File: config.mk
export PLATFORM = sky130hd
export DESIGN_NAME = agc_ema_ctrl
export DESIGN_NICKNAME = d
export VERILOG_FILES = /design/src/rtl/agc_pkg.sv /design/src/rtl/agc_abs_sat.sv /design/src/rtl/agc_ema_ctrl.sv
export SDC_FILE = /design/constraint.sdc
export NUM_CORES = 1
export LEC_CHECK = 0
export CORE_MARGIN = 2
export CORE_UTILIZATION = 55
export CTS_CLUSTER_SIZE = 8
export DETAILED_ROUTE_END_ITERATION = 6
export PLACE_DENSITY = 0.95
export SYNTH_ARGS = -nofsm -noshare
export SYNTH_HDL_FRONTEND = slang
export SYNTH_HIERARCHICAL = 1
export SYNTH_SLANG_ARGS = --single-unit
File: constraint.sdc
create_clock -name clk -period 15.4 [get_ports clk]
set_input_delay 1.54 -clock clk [delete_from_list [all_inputs] [get_ports clk]]
set_output_delay 1.54 -clock clk [all_outputs]
set_load 0.005 [all_outputs]
File: src/rtl/agc_pkg.sv
// Shared definitions for the AGC gain-loop controller: FSM encoding,
// default output format and the clamped gain-step helper.
package agc_pkg;

  typedef enum logic [2:0] {
    ST_IDLE   = 3'd0,
    ST_SETTLE = 3'd1,
    ST_TRACK  = 3'd2,
    ST_ADJ_DN = 3'd3,
    ST_ADJ_UP = 3'd4,
    ST_HOLD   = 3'd5
  } agc_state_e;

  localparam int          AGC_FRAC      = 18;
  localparam logic [15:0] AGC_GAIN_INIT = 16'h4000;

  // Gains are zero-extended to 32 bits, so a 33-bit sum never wraps and a
  // set sign bit can only mean the decrement went below zero.
  function automatic logic [31:0] gain_adjust(input logic [31:0] gain,
                                              input logic [31:0] step,
                                              input logic [31:0] gmin,
                                              input logic [31:0] gmax,
                                              input logic        down);
    logic [32:0] sum;
    sum = down ? ({1'b0, gain} - {1'b0, step}) : ({1'b0, gain} + {1'b0, step});
    if (sum[32])               return gmin;
    if (sum > {1'b0, gmax})    return gmax;
    if (sum < {1'b0, gmin})    return gmin;
    return sum[31:0];
  endfunction

endpackage

File: src/rtl/agc_abs_sat.sv
// Registered saturating-magnitude stage feeding the EMA detector.
// While inactive the strobe is suppressed and the last magnitude is held.
module agc_abs_sat #(
  parameter int DWIDTH = 27
) (
  input  logic                     clk,
  input  logic                     rst,
  input  logic                     active,
  input  logic                     in_valid,
  input  logic signed [DWIDTH-1:0] in_data,
  output logic        [DWIDTH-1:0] ema_data,
  output logic                     ema_valid
);

  logic [DWIDTH-1:0] mag_p1;
  logic              vld_p1;

  function automatic logic [DWIDTH-1:0] sat_abs(input logic signed [DWIDTH-1:0] x);
    if (x == {1'b1, {(DWIDTH-1){1'b0}}}) return {1'b0, {(DWIDTH-1){1'b1}}};
    if (x[DWIDTH-1])                     return $unsigned(-x);
    return $unsigned(x);
  endfunction

  // p0 -> p1: magnitude register
  always_ff @(posedge clk or posedge rst) begin
    if (rst) begin
      mag_p1 <= '0;
      vld_p1 <= 1'b0;
    end else begin
      vld_p1 <= active & in_valid;
      if (active) mag_p1 <= sat_abs(in_data);
    end
  end

  assign ema_data  = mag_p1;
  assign ema_valid = vld_p1;

endmodule

File: src/rtl/agc_ema_ctrl.sv
// AGC gain-loop controller: conditions samples for the EMA level detector,
// compares its smoothed level against a target window and steps the gain.
module agc_ema_ctrl
  import agc_pkg::*;
#(
  parameter int                DWIDTH    = 27,
  parameter int                BWIDTH    = 18,
  parameter int                OUTWIDTH  = 48,
  parameter int                FRAC      = AGC_FRAC,
  parameter int                GWIDTH    = 16,
  parameter logic [GWIDTH-1:0] GAIN_INIT = GWIDTH'(AGC_GAIN_INIT),
  parameter int                SETTLE_N  = 4
) (
  input  logic                     clk,
  input  logic                     rst,
  input  logic                     enable,
  input  logic                     in_valid,
  input  logic signed [DWIDTH-1:0] in_data,
  output logic        [DWIDTH-1:0] ema_data,
  output logic                     ema_valid,
  output logic        [BWIDTH-1:0] ema_coef,
  input  logic      [OUTWIDTH-1:0] ema_level,
  input  logic                     ema_level_valid,
  input  logic        [BWIDTH-1:0] attack_coef,
  input  logic        [BWIDTH-1:0] decay_coef,
  input  logic signed [DWIDTH-1:0] target_level,
  input  logic signed [DWIDTH-1:0] hysteresis,
  input  logic        [GWIDTH-1:0] gain_step,
  input  logic        [GWIDTH-1:0] gain_min,
  input  logic        [GWIDTH-1:0] gain_max,
  input  logic              [15:0] hold_cycles,
  output logic        [GWIDTH-1:0] gain_out,
  output logic                     gain_valid,
  output logic               [2:0] state_o,
  output logic                     locked
);

  localparam int LW  = OUTWIDTH - FRAC;
  localparam int SCW = $clog2(SETTLE_N + 1);

  agc_state_e        state, state_n;
  logic [BWIDTH-1:0] coef_n;
  logic [GWIDTH-1:0] gain_n, gain_cand;
  logic              gv_n, locked_n;
  logic [15:0]       hold_cnt, hold_n;
  logic [SCW-1:0]    settle_cnt, settle_n;

  logic signed [LW-1:0]   lvl, hi_x, lo_x;
  logic signed [DWIDTH:0] hi, lo_raw, lo;
  logic                   above, below;
  logic                   unused_lsbs;

  agc_abs_sat #(.DWIDTH(DWIDTH)) u_abs (
    .clk      (clk),
    .rst      (rst),
    .active   (enable && (state != ST_IDLE)),
    .in_valid (in_valid),
    .in_data  (in_data),
    .ema_data (ema_data),
    .ema_valid(ema_valid)
  );

  // Window edges carry one guard bit so target+hyst cannot wrap.
  assign hi     = {target_level[DWIDTH-1], target_level} + {hysteresis[DWIDTH-1], hysteresis};
  assign lo_raw = {target_level[DWIDTH-1], target_level} - {hysteresis[DWIDTH-1], hysteresis};
  assign lo     = lo_raw[DWIDTH] ? '0 : lo_raw;
  assign hi_x   = LW'(hi);
  assign lo_x   = LW'(lo);
  assign lvl    = $signed(ema_level[OUTWIDTH-1:FRAC]);
  assign above  = lvl > hi_x;
  assign below  = lvl < lo_x;
  assign unused_lsbs = ^ema_level[FRAC-1:0];

  assign gain_cand = GWIDTH'(gain_adjust(32'(gain_out), 32'(gain_step), 32'(gain_min),
                                         32'(gain_max), state == ST_ADJ_DN));

  always_comb begin
    state_n  = state;
    coef_n   = ema_coef;
    gain_n   = gain_out;
    gv_n     = 1'b0;
    hold_n   = hold_cnt;
    settle_n = settle_cnt;
    locked_n = locked;
    if (!enable) begin
      state_n  = ST_IDLE;
      locked_n = 1'b0;
    end else begin
      case (state)
        ST_IDLE: begin
          coef_n   = decay_coef;
          settle_n = '0;
          state_n  = ST_SETTLE;
        end
        ST_SETTLE: begin
          if (ema_level_valid) begin
            if (settle_cnt == SCW'(SETTLE_N - 1)) begin
              settle_n = '0;
              state_n  = ST_TRACK;
            end else begin
              settle_n = settle_cnt + 1'b1;
            end
          end
        end
        ST_TRACK: begin
          if (ema_level_valid) begin
            locked_n = 1'b0;
            if (above) begin
              coef_n  = attack_coef;
              state_n = ST_ADJ_DN;
            end else if (below) begin
              coef_n  = decay_coef;
              state_n = ST_ADJ_UP;
            end else begin
              coef_n   = decay_coef;
              locked_n = 1'b1;
            end
          end
        end
        ST_ADJ_DN, ST_ADJ_UP: begin
          if (gain_cand != gain_out) begin
            gain_n  = gain_cand;
            gv_n    = 1'b1;
            hold_n  = hold_cycles;
            state_n = ST_HOLD;
          end else begin
            state_n = ST_TRACK;
          end
        end
        ST_HOLD: begin
          if (hold_cnt == '0) begin
            settle_n = '0;
            state_n  = ST_SETTLE;
          end else begin
            hold_n = hold_cnt - 1'b1;
          end
        end
        default: state_n = ST_IDLE;
      endcase
    end
  end

  always_ff @(posedge clk or posedge rst) begin
    if (rst) begin
      state      <= ST_IDLE;
      gain_out   <= GAIN_INIT;
      ema_coef   <= '0;
      gain_valid <= 1'b0;
      locked     <= 1'b0;
      hold_cnt   <= '0;
      settle_cnt <= '0;
    end else begin
      state      <= state_n;
      gain_out   <= gain_n;
      ema_coef   <= coef_n;
      gain_valid <= gv_n;
      locked     <= locked_n;
      hold_cnt   <= hold_n;
      settle_cnt <= settle_n;
    end
  end

  assign state_o = state;

endmodule

==> metrics.txt <==
clock tree from TritonCTS done; most used flip-flop cell after synthesis sky130_fd_sc_hd__dfrtp_1; Critical R2R Launch gain_out[0]; most used standard cell by instance count after synthesis sky130_fd_sc_hd__ha_1; quantity of I/O buffers inserted on ports 282; largest fanout on the critical path 22; die extent in y 151 um; CP startpoint gain_step[0]; number of max-cap violations 0; wire length of the first global-routing pass 59.5 mm; worst setup path endpoint hold_cnt[10]; IR Drop Worst-Case VDD 0.105 mV; Synthesized Nets 1938; worst hold path type flip-flop to flip-flop; relative contribution of the clock network to total power 8.6%; fill cell total of the finished layout 1608; cts repair resizes 0; WL final 38.5 mm; Final Hold Fails 0; biggest area contributors in the synthesized netlist sky130_fd_sc_hd__ha_1 (19%), sky130_fd_sc_hd__dfrtp_1 (18%), sky130_fd_sc_hd__inv_1 (4.5%), sky130_fd_sc_hd__a21oi_1 (4.3%), sky130_fd_sc_hd__nand2_1 (4.1%); number of different library cells in the post-synthesis netlist 88; critical path cell sequence clkdlybuf4s50_1 -> ha_1 -> inv_1 -> fa_1 -> a21oi_1 -> o22ai_1 -> o21ai_0 -> o22ai_1 -> xnor2_1 -> ha_1 -> a211oi_1 -> nor2_1 -> a2111oi_0 -> a21oi_1 -> o21ai_1 -> a221o_1 -> o211ai_2 -> a2111oi_4 -> nand4_1 -> nand2_1 -> mux2_1; maximum number of buffers from clock root to sink 2; part of the power in registers 17.2%; run status completed; Final Max Slew Viols 0; overall power after layout 0.00261 W; Clock Sink Count 86; synthesized instance count 1524; delay of the slowest cell on the worst path 0.83 ns; sort of element at the end of the critical path flip-flop; r2r setup slk 7.25 ns; maximum frequency from static timing analysis 109 MHz; crit path launch type primary input; setup fix buffers added after clock tree synthesis 0; reg2reg path depth 21; total track usage 32.6%; setup repair after global routing missed its margin false; synthesized area per cell 7.77 um2; number of levels in the clock H-tree 3; Area Overhead vs Synth 27.6%; Final #Nets 2177; Warnings, synthesis 6; width of the die 151 um; count of state elements after synthesis 86; pin count of the biggest net entering global routing 59; top cell type by total area after synthesis sky130_fd_sc_hd__ha_1; power density cells 173 mW/mm2; ranking of synthesized cells by instance count sky130_fd_sc_hd__ha_1 (176), sky130_fd_sc_hd__inv_1 (141), sky130_fd_sc_hd__nand2_1 (128), sky130_fd_sc_hd__nor2_1 (115), sky130_fd_sc_hd__a21oi_1 (102); vias in the first global route 12000; switching fraction of total power 51.5%; initial core utilization 56.2%; accumulated negative setup slack 0 ns; leakage component of the power 6.85 nW; Wirelength per Cell 18.9 um; grt total ovfl 0; via count normalized by instance count 6.23; floorplan die area 0.0227 mm2; buffer type at the clock tree root sky130_fd_sc_hd__clkbuf_16; area share of the leading cell type in the synthesized netlist 18.6%; data required time at the worst endpoint 15.64 ns; part of the cycle the worst path needs 59.8%; antenna violations before repair 0; post-layout minimum cycle time 9.22 ns; clk_lat worst skew 0.36 ns; total CTS buffers 9; clock slew at reported path FFs 0.08 ns; Post-CTS Hold Fix Bufs 0; NetSw 0.00135 W; cell-internal power 0.00127 W; share of the yosys chip area belonging to registers 18.2%; share of layout cells above drive strength 1 3.79%; cell with the largest stage delay on the worst path sky130_fd_sc_hd__nand4_1; number of antenna-violating nets in the routed design 0; dpl hpwl 30.9 mm; number of standard-cell rows in the floorplan 53; setup clock skew after layout 0.0164 ns; global placer's final weighted congestion 0.976; final count of negative-setup-slack endpoints 0; Slew HR 25.1%; area inside the core boundary 0.0211 mm2; reg-to-reg endpoint hold_cnt[10]; worst slew pin tran 1.12 ns; part of the power in combinational logic 74.2%; drt drc 0; number of enable flip-flop cells after synthesis 0; share of flip-flops with an asynchronous set or reset 100%; Syn Std Cell Area 0.0118 mm2; IO Count 301; post-layout util 71.6%; detailed router's first-iteration violation count 1183; path type of the worst setup path primary input to flip-flop; antenna cells 0; crit path DAT 9.46 ns; total iterations of the first detailed-routing run 6; total via count in the routed design 12700
## power groups by stage
stage / combinational, W / sequential (W) / clock (W)
after floorplan: 0.00128 / 0.000418 / 0
after global placement: 0.00183 / 0.000441 / 0
after detailed placement: 0.00187 / 0.000448 / 0
after CTS: 0.00189 / 0.000444 / 0.000229
after global routing: 0.00211 / 0.000461 / 0.000238
final: 0.00194 / 0.000449 / 0.000226
## flip-flops by register name, indices dropped and copies added, names as in the netlist
signal           cells
ema_coef            18
gain_out            16
gain_valid           1
hold_cnt            16
locked               1
settle_cnt           3
state_o              3
u_abs/ema_data      27
u_abs/ema_valid      1
## how the worst min path moves through the flow
stage,startpoint,end,cells after the start
after CTS,settle_cnt[0],settle_cnt[0],1
after detailed placement,settle_cnt[0],settle_cnt[0],1
after global placement,ema_coef[9],ema_coef[9],2
final,settle_cnt[0],settle_cnt[0],1
after floorplan,hold_cnt[0],hold_cnt[0],1
after global routing,settle_cnt[0],settle_cnt[0],1
## worst max-delay path, delay by kind of cell
family,cells,cell delay (ns)
muxes,1,0.36
xor gates and xnor gates,1,0.44
and+or+nand+nor,3,1.48
buffers and inverters,2,0.56
adders and majority gates,3,0.95
AOI/OAI and AO/OA,11,4.11
## area by class of cell
cell class	count	area, um2	area share [%]
inverter	144	541	3.58
timing repair buffer	287	2860	18.9
multi-input combinational	1235	8910	59.0
sequential	86	2150	14.3
tap	275	344	2.28
clock inverter	7	72.6	0.480
clock buffer	9	225	1.49
## metal layers
metal / vias up / GRT usage, % / part of all wire, %
li1: 6012 / - / -
met1: 5974 / 42.9 / 41
met4: 0 / 11.3 / 3.3
met3: 106 / 5.27 / 8.3
met5: - / 0 / 0
met2: 636 / 54.2 / 47
## kinds of logic (layout without fill, tap and decap cells)
family / Yosys count / after routing / share of synthesized area [%]
buffers and inverters: 203 / 447 / 6.68
flip-flops: 86 / 86 / 18.2
XOR/XNOR: 88 / 88 / 6.51
adder cells (fa/ha/maj): 180 / 180 / 19.3
AO/OA/AOI/OAI: 444 / 444 / 25.2
AND/OR/NAND/NOR: 485 / 485 / 20.8
multiplexers: 38 / 38 / 3.31
## cells in the final DEF (no fill, tap or decap), types with 6 or more instances in the layout
master                            netlist  final
sky130_fd_sc_hd__a211oi_1              23     23
sky130_fd_sc_hd__a21o_1                35     35
sky130_fd_sc_hd__a21oi_1              102    101
sky130_fd_sc_hd__a221oi_1               9      9
sky130_fd_sc_hd__a22oi_1                9      9
sky130_fd_sc_hd__a31oi_1               26     26
sky130_fd_sc_hd__and2_1                11     11
sky130_fd_sc_hd__and3_1                11     11
sky130_fd_sc_hd__clkbuf_16              0      9
sky130_fd_sc_hd__clkdlybuf4s50_1        0    282
sky130_fd_sc_hd__dfrtp_1               85     85
sky130_fd_sc_hd__ha_1                 176    176
sky130_fd_sc_hd__inv_1                141    140
sky130_fd_sc_hd__mux2_1                 6      6
sky130_fd_sc_hd__mux2i_1               29     29
sky130_fd_sc_hd__nand2_1              128    128
sky130_fd_sc_hd__nand2b_1              21     21
sky130_fd_sc_hd__nand3_1               41     41
sky130_fd_sc_hd__nand3b_1               6      6
sky130_fd_sc_hd__nand4_1               19     19
sky130_fd_sc_hd__nor2_1               115    115
sky130_fd_sc_hd__nor2b_1               16     16
sky130_fd_sc_hd__nor3_1                38     38
sky130_fd_sc_hd__nor4_1                13     13
sky130_fd_sc_hd__o211ai_1              12     12
sky130_fd_sc_hd__o21a_1                 8      8
sky130_fd_sc_hd__o21ai_0               87     86
sky130_fd_sc_hd__o21bai_1              22     22
sky130_fd_sc_hd__o221ai_1               8      8
sky130_fd_sc_hd__o22ai_1               21     21
sky130_fd_sc_hd__o31ai_1                9      9
sky130_fd_sc_hd__o41ai_1                8      8
sky130_fd_sc_hd__or2_2                  8      8
sky130_fd_sc_hd__or3_1                 17     17
sky130_fd_sc_hd__or4_1                 12     12
sky130_fd_sc_hd__xnor2_1               52     52
sky130_fd_sc_hd__xor2_1                36     36
## per-stage QoR
| step | worst slack, ns | cell area [um2] | std cells | hold slack, ns |
|---|---|---|---|---|
| global route | 5.73 | 15100 | 2043 | 0.500 |
| finish | 6.18 | 15100 | 2043 | 0.486 |
| floorplan | 8.26 | 11800 | 1524 | 0.456 |
| detailed placement | 6.13 | 14800 | 2027 | 0.476 |
| CTS | 6.49 | 15100 | 2043 | 0.485 |
| global placement | 6.18 | 14800 | 2027 | 0.463 |
(Power assumes the default switching activity.)
